**src/rtl/comparator_pkg.sv**
```systemverilog
// comparator_pkg: default widths and write-port record shared by the lockstep comparator
package comparator_pkg;
  localparam int DEF_ADDR_W = 5;
  localparam int DEF_DATA_W = 32;
  localparam int DEF_CNT_W  = 8;
  typedef struct packed {
    logic                  we;
    logic [DEF_ADDR_W-1:0] addr;
    logic [DEF_DATA_W-1:0] data;
  } wport_t;
endpackage

```
**src/rtl/wport_mismatch.sv**
```systemverilog
// wport_mismatch: combinational divergence detector for two register-file write ports
module wport_mismatch #(
  parameter int ADDR_W = 5,
  parameter int DATA_W = 32
) (
  input  logic              w_en1,
  input  logic              w_en2,
  input  logic [ADDR_W-1:0] w_addr1,
  input  logic [ADDR_W-1:0] w_addr2,
  input  logic [DATA_W-1:0] w_data1,
  input  logic [DATA_W-1:0] w_data2,
  output logic              mismatch
);
  // address/data only matter when both cores actually write
  assign mismatch = (w_en1 != w_en2) | (w_en1 & w_en2 & ((w_addr1 != w_addr2) | (w_data1 != w_data2)));
endmodule

```
**src/rtl/lockstep_comparator.sv**
```systemverilog
// lockstep_comparator: registers core-1 writes and flags/counts core divergence
module lockstep_comparator
  import comparator_pkg::*;
#(
  parameter int ADDR_W = DEF_ADDR_W,
  parameter int DATA_W = DEF_DATA_W,
  parameter int CNT_W  = DEF_CNT_W
) (
  input  logic              clk,
  input  logic              reset,
  input  logic              w_en1,
  input  logic              w_en2,
  input  logic [ADDR_W-1:0] w_addr1,
  input  logic [ADDR_W-1:0] w_addr2,
  input  logic [DATA_W-1:0] w_data1,
  input  logic [DATA_W-1:0] w_data2,
  input  logic              err_clr,
  output logic              error,
  output logic [DATA_W-1:0] data,
  output logic              w_en,
  output logic [ADDR_W-1:0] w_addr,
  output logic              err_sticky,
  output logic [CNT_W-1:0]  err_count
);
  logic              mismatch;
  logic              error_q, w_en_q, sticky_q, sticky_d;
  logic [DATA_W-1:0] data_q;
  logic [ADDR_W-1:0] w_addr_q;
  logic [CNT_W-1:0]  count_q, count_d;

  wport_mismatch #(.ADDR_W(ADDR_W), .DATA_W(DATA_W)) u_cmp (
    .w_en1   (w_en1),
    .w_en2   (w_en2),
    .w_addr1 (w_addr1),
    .w_addr2 (w_addr2),
    .w_data1 (w_data1),
    .w_data2 (w_data2),
    .mismatch(mismatch)
  );

  // a mismatch coinciding with err_clr still counts, and the counter never wraps
  always_comb begin
    sticky_d = mismatch | (sticky_q & ~err_clr);
    count_d  = err_clr ? CNT_W'(mismatch) : (mismatch & ~&count_q) ? count_q + CNT_W'(1) : count_q;
  end

  always_ff @(posedge clk) begin
    if (reset) begin
      error_q  <= 1'b0;
      data_q   <= '0;
      w_en_q   <= 1'b0;
      w_addr_q <= '0;
      sticky_q <= 1'b0;
      count_q  <= '0;
    end else begin
      error_q  <= mismatch;
      data_q   <= w_data1;
      w_en_q   <= w_en1 & ~mismatch;
      w_addr_q <= w_addr1;
      sticky_q <= sticky_d;
      count_q  <= count_d;
    end
  end

  assign error      = error_q;
  assign data       = data_q;
  assign w_en       = w_en_q;
  assign w_addr     = w_addr_q;
  assign err_sticky = sticky_q;
  assign err_count  = count_q;
endmodule

```
**config.mk**
```make
export PLATFORM = sky130hd
export DESIGN_NAME = lockstep_comparator
export DESIGN_NICKNAME = d
export VERILOG_FILES = /design/src/rtl/comparator_pkg.sv /design/src/rtl/wport_mismatch.sv /design/src/rtl/lockstep_comparator.sv
export SDC_FILE = /design/constraint.sdc
export NUM_CORES = 1
export LEC_CHECK = 0
export CORE_MARGIN = 4
export CORE_UTILIZATION = 36
export DETAILED_ROUTE_END_ITERATION = 7
export PLACE_DENSITY = 0.91
export REMOVE_ABC_BUFFERS = 1
export SLEW_MARGIN = 10
export SYNTH_ARGS = -nofsm -noshare
export SYNTH_HDL_FRONTEND = slang
export SYNTH_SLANG_ARGS = --single-unit
```
**constraint.sdc**
```tcl
create_clock -name clk -period 2.4 [get_ports clk]
set_input_delay 0.48 -clock clk [delete_from_list [all_inputs] [get_ports clk]]
set_output_delay 0.48 -clock clk [all_outputs]
set_load 0.01 [all_outputs]
```
==> results.sh, run 1 <==
export IMPL_vias=1838
export IMPL_top_usage_layer="met2"
export IMPL_grt_util_met1_pct=14.5
export IMPL_antenna_found_initial=0
export IMPL_ys_seq_elements=48
export IMPL_hold_buffers=0
export IMPL_synth_area_um2=1950
export IMPL_grt_overflow=0
export IMPL_slew_violations=0
export IMPL_syn_inst=189
export IMPL_synth_fa_ha_area_share_pct=1.28
export IMPL_drc=0
export IMPL_path_cells="clkdlybuf4s50_1 -> xor2_1 -> nor4_1 -> nand4_1 -> o31ai_4 -> buf_12 -> nor2_2 -> a21o_1"
export IMPL_synth_async_reset_ratio_pct=0
export IMPL_clock_sinks=48
export IMPL_ys_flop_type="dfxtp_1"
export IMPL_io_pins=127
export IMPL_worst_pin_slew_ns=0.380
export IMPL_initial_core_util_pct=37.8
export IMPL_gp_congestion=0.867
export IMPL_cp_top_family="simple AND/OR/NAND/NOR gates"
export IMPL_fin_skew_ns=0.00121
export IMPL_dp_hpwl_mm=4.45
export IMPL_dp_cells=383
export IMPL_root_buffer="clkbuf_8"
export IMPL_critPathSlowestCell="clkdlybuf4s50_1"
export IMPL_synth_top_family_by_area="simple AND/OR/NAND/NOR gates"
export IMPL_synth_edf_count=0
export IMPL_critPathBufInv=2
export IMPL_grt_pass1_vias=1812
export IMPL_pre_cts_ws_ns=-0.0895
export IMPL_outcome="finished clean"
export IMPL_wirelength_mm=5.23
export IMPL_placed_cell_area_um2=3320
export IMPL_hp_class="reg2reg"
export IMPL_setup_viol=0
export IMPL_ant_nets=0
export IMPL_met3_usage_pct=7.02
export IMPL_drive_above_1_share_pct=5.92
export IMPL_synth_cell_types=33
export IMPL_rsz0062_at_grt="false"
export IMPL_die_y_um=81.7
export IMPL_num_rows=26
export IMPL_finalCriticalPeriod_ns=2.17
export IMPL_grt_pass1_wl_mm=7.97
export IMPL_worstPathMaxFanout=13
export IMPL_synth_area_top_cells="dfxtp_1, xor2_1, nor2b_1, nor4_1, nand4_1"
export IMPL_final_nets=401
export IMPL_final_cell_mix="clkdlybuf4s50_1, dfxtp_1, nor2b_1"
export IMPL_ir_drop_uv=280
export IMPL_setup_ws_ns=0.231
export IMPL_final_instance_count_excl_fill=391
export IMPL_port_buffers=126
export IMPL_yosys_area_share_simple_pct=24.3
export IMPL_cts_resized=0
export IMPL_core_area_um2=5170
export IMPL_powerDensity_nw_per_um2=500
export IMPL_post_route_cell_area_um2=3410
export IMPL_avgViaCountPerCell=4.70
export IMPL_finalCritPeriodShare_pct=90.4
export IMPL_track_usage_pct=15.6
export IMPL_syn_to_final_growth_pct=74.5
export IMPL_critPathKind="in2reg"
export IMPL_finalHoldViolCount=0
export IMPL_dieArea_um2=6670
export IMPL_synth_compound_gate_area_share_pct=6.73
export IMPL_fmax_mhz=461
export IMPL_post_cts_setup_buffers=0
export IMPL_synthMuxAreaShare_pct=0
export IMPL_setup_tns_ns=0
export IMPL_cp_start_kind="primary input"
export IMPL_max_stage_delay_ns=0.44
export IMPL_relSlewSlack_pct=74.4
export IMPL_drt_first_pass_iters=4
export IMPL_n_fill_cell=412
export IMPL_die_w_um=81.7
export IMPL_ys_warn_count=0
export IMPL_clkTransAtPathRegs_ns=0.08
export IMPL_end_kind="flop"
export IMPL_clock_latency_ns=0.29
export IMPL_syn_area_per_cell_um2=10.3
export IMPL_arrival_ns=2.36
export IMPL_grtUsageMet2_pct=30.4
export IMPL_grt_max_degree=21
export IMPL_numCtsBuffers=5
export IMPL_clockBufferDepth=2
export IMPL_drtIter0Drc=31
export IMPL_final_common_cell="clkdlybuf4s50_1"
export IMPL_wire_per_inst_um=13.4
export IMPL_synth_top_cell_by_area="dfxtp_1"
export IMPL_cts_tree="built"
export IMPL_synth_top_area_share_pct=49.2
export IMPL_antennaDiodeCount=0
export IMPL_p_leak_nw=1.28
export IMPL_worstPathRequired_ns=2.59
export IMPL_yosysSeqAreaShare_pct=49.2
export IMPL_synthXorXnorAreaFrac_pct=16.6
export IMPL_cap_viol_max_count=0
export IMPL_htreeDepth=2
==> registers in the layout (all words and copies together) (netlist names) <==
name and flops:
data 32, w_en 1, err_count 8, err_sticky 1
w_addr 5, error 1
==> logic make-up (layout without fill, tap and decap cells) <==
kind of cell    Yosys count  in the layout
flops                    48             48
compound gates           18             18
xor+xnor                 37             37
fa+ha+maj                 2              2
buf+inv                   8            140
simple gates             76             76
==> cells in the mapped netlist, types with 2 or more instances <==
| cell type | n |
|---|---|
| a21oi_1 | 5 |
| and3_1 | 2 |
| clkbuf_1 | 5 |
| dfxtp_1 | 48 |
| ha_1 | 2 |
| nand2_1 | 3 |
| nand3_1 | 3 |
| nand4_1 | 7 |
| nor2_1 | 3 |
| nor2b_1 | 38 |
| nor3b_1 | 2 |
| nor4_1 | 8 |
| o21ai_1 | 3 |
| o31ai_1 | 2 |
| or2_2 | 2 |
| or4_1 | 4 |
| xnor2_1 | 4 |
| xor2_1 | 33 |
==> through the flow <==
step,total power [mW],hold WS (ns),util [%]
2_1_floorplan,0.982,0.497,-
3_3_place_gp,1.24,0.438,64.2
3_5_place_dp,1.25,0.463,64.2
4_1_cts,1.73,0.482,65.9
5_1_grt,1.79,0.518,65.9
6_report,1.71,0.477,65.9
==> worst register-to-register path, cell delays in order, from the launching register on <==
cell	delay, ns
dfxtp_1	0.35
and3_1	0.21
and3_4	0.20
and3_1	0.26
or4_1	0.42
a21oi_1	0.14
==> power by group <==
group | switching [mW] | internal, mW | total (mW)
combinational | 0.133 | 0.244 | 0.377
sequential | 0.0142 | 0.835 | 0.850
clock | 0.244 | 0.235 | 0.479
==> routing by layer <==
layer | part of all wire (%) | up-vias
met5 | 0 | -
met4 | 0.80 | 0
met3 | 11 | 4
met2 | 54 | 73
met1 | 34 | 856
li1 | - | 905
==> path summary, 6_finish.rpt <==
kind	depth (start not counted)	slack [ns]	from	end
max	8	0.23	w_data1[13]	err_sticky$_SDFF_PP0_
min	1	0.48	err_sticky$_SDFF_PP0_	err_sticky$_SDFF_PP0_
min reg2reg	1	0.48	err_sticky$_SDFF_PP0_	err_sticky$_SDFF_PP0_
max reg2reg	5	0.77	err_count[3]$_SDFFE_PP0P_	err_count[2]$_SDFFE_PP0P_
==> final cells by class <==
class	count	area (µm²)	area share, %
flip-flops and latches	48	961	28.2
well taps	70	87.6	2.57
repair buffers	131	1310	38.5
clock buffers	8	90.1	2.64
multi-input cells	133	955	28.0
inverters	1	3.75	0.110
No activity file was read; power rests on OpenSTA's default activity.
==> run 2: changes to the inputs <==
Settings changed: CAP_MARGIN set to 20, MAX_ROUTING_LAYER set to met4.
==> results.sh, run 2 (same netlist as run 1, synthesis figures left out) <==
export IMPL_syn_to_final_growth_pct=74.5
export IMPL_antenna_found_initial=0
export IMPL_finalHoldViolCount=0
export IMPL_final_common_cell="clkdlybuf4s50_1"
export IMPL_powerDensity_nw_per_um2=501
export IMPL_wire_per_inst_um=13.4
export IMPL_cts_resized=0
export IMPL_cp_top_family="simple AND/OR/NAND/NOR gates"
export IMPL_initial_core_util_pct=37.8
export IMPL_hp_class="reg2reg"
export IMPL_cp_start_kind="primary input"
export IMPL_cap_viol_max_count=0
export IMPL_root_buffer="clkbuf_8"
export IMPL_r2r_start="err_count[3]$_SDFFE_PP0P_"
export IMPL_pre_cts_ws_ns=-0.0895
export IMPL_drc=0
export IMPL_setup_ws_ns=0.228
export IMPL_rsz0062_at_grt="false"
export IMPL_clkTransAtPathRegs_ns=0.08
export IMPL_largest_register_ffs=32
export IMPL_clock_sinks=48
export IMPL_drt_first_pass_iters=4
export IMPL_dp_hpwl_mm=4.45
export IMPL_post_cts_setup_buffers=0
export IMPL_grt_pass1_wl_mm=7.94
export IMPL_worst_pin_slew_ns=0.380
export IMPL_die_w_um=81.7
export IMPL_critPathBufInv=2
export IMPL_clock_latency_ns=0.29
export IMPL_critPathSlowestCell="clkdlybuf4s50_1"
export IMPL_io_pins=127
export IMPL_slew_violations=0
export IMPL_worstPathRequired_ns=2.59
export IMPL_gp_congestion=0.881
export IMPL_finalCritPeriodShare_pct=90.5
export IMPL_finalCriticalPeriod_ns=2.17
export IMPL_post_route_cell_area_um2=3410
export IMPL_arrival_ns=2.36
export IMPL_critPathKind="in2reg"
export IMPL_r2r_slack_ns=0.77
export IMPL_grt_max_degree=21
export IMPL_ant_nets=0
export IMPL_clockBufferDepth=2
export IMPL_p_leak_nw=1.28
export IMPL_worstPathMaxFanout=13
export IMPL_final_nets=401
export IMPL_worstSetupStartpoint="w_data1[13]"
export IMPL_ir_drop_uv=280
export IMPL_crit_cells=8
export IMPL_r2r_end="err_count[2]$_SDFFE_PP0P_"
export IMPL_wirelength_mm=5.24
export IMPL_track_usage_pct=16.2
export IMPL_setup_viol=0
export IMPL_ff2ff_path_depth=5
export IMPL_timing_hold_ws_ns=0.477
export IMPL_placed_cell_area_um2=3320
export IMPL_dp_cells=383
export IMPL_num_rows=26
export IMPL_vias=1840
export IMPL_avgViaCountPerCell=4.71
export IMPL_cts_tree="built"
export IMPL_outcome="finished clean"
export IMPL_htreeDepth=2
export IMPL_max_stage_delay_ns=0.44
export IMPL_fin_skew_ns=0.00121
export IMPL_port_buffers=126
export IMPL_grt_overflow=0
export IMPL_fmax_mhz=460
export IMPL_grt_pass1_vias=1820
export IMPL_n_fill_cell=412
export IMPL_die_y_um=81.7
export IMPL_numCtsBuffers=5
export IMPL_drive_above_1_share_pct=5.92
export IMPL_final_cell_mix="clkdlybuf4s50_1, dfxtp_1, nor2b_1"
export IMPL_hold_buffers=0
export IMPL_critPathCapture="err_sticky$_SDFF_PP0_"
export IMPL_antennaDiodeCount=0
export IMPL_final_instance_count_excl_fill=391
export IMPL_relSlewSlack_pct=74.4
export IMPL_end_kind="flop"
export IMPL_core_area_um2=5170
export IMPL_drtIter0Drc=35
export IMPL_path_cells="clkdlybuf4s50_1 -> xor2_1 -> nor4_1 -> nand4_1 -> o31ai_4 -> buf_12 -> nor2_2 -> a21o_1"
export IMPL_dieArea_um2=6670
run 2: cell counts in the layout (fill, tap and decap cells not counted):
No cell type changed its count.
run 2: cell type report:
cell class                 instances  area [µm²]  area share (%)
tap                               70        87.6            2.57
sequential                        48         961            28.2
timing repair buffer             131        1310            38.5
multi-input combinational        133         955            28.0
clock buffer                       8        90.1            2.64
inverter                           1        3.75           0.110
run 2: worst min path at each step:
| stage | from | to | slack (ns) | cells past startpoint |
|---|---|---|---|---|
| after global routing | err_sticky$_SDFF_PP0_ | err_sticky$_SDFF_PP0_ | 0.52 | 1 |
| final | err_sticky$_SDFF_PP0_ | err_sticky$_SDFF_PP0_ | 0.48 | 1 |
| after global placement | err_sticky$_SDFF_PP0_ | err_sticky$_SDFF_PP0_ | 0.44 | 1 |
| after floorplan | err_sticky$_SDFF_PP0_ | err_sticky$_SDFF_PP0_ | 0.50 | 1 |
| after CTS | err_sticky$_SDFF_PP0_ | err_sticky$_SDFF_PP0_ | 0.48 | 1 |
| after detailed placement | err_sticky$_SDFF_PP0_ | err_sticky$_SDFF_PP0_ | 0.46 | 1 |
run 2: per-layer routing:
metal / vias to the layer above / track usage [%] / part of all wire (%)
li1: 905 / - / -
met1: 859 / 15.6 / 36
met2: 74 / 30.4 / 54
met3: 2 / 6.25 / 9.5
met4: 0 / 3.49 / 0.44
met5: - / - / 0
run 2: metrics by stage:
stage / setup TNS (ns) / total power, mW / utilization, %
global route: 0 / 1.79 / 65.9
floorplan: 0 / 0.982 / -
CTS: 0 / 1.73 / 65.9
finish: 0 / 1.71 / 65.9
global placement: -0.390 / 1.24 / 64.2
detailed placement: -0.581 / 1.25 / 64.2
run 2: power breakdown:
group          internal (mW)  total, mW  leakage (nW)  switching (mW)
clock network          0.235      0.481        0.0455           0.245
registers              0.835      0.850         0.398          0.0142
logic                  0.244      0.377         0.838           0.133
total                   1.31       1.71          1.28           0.393
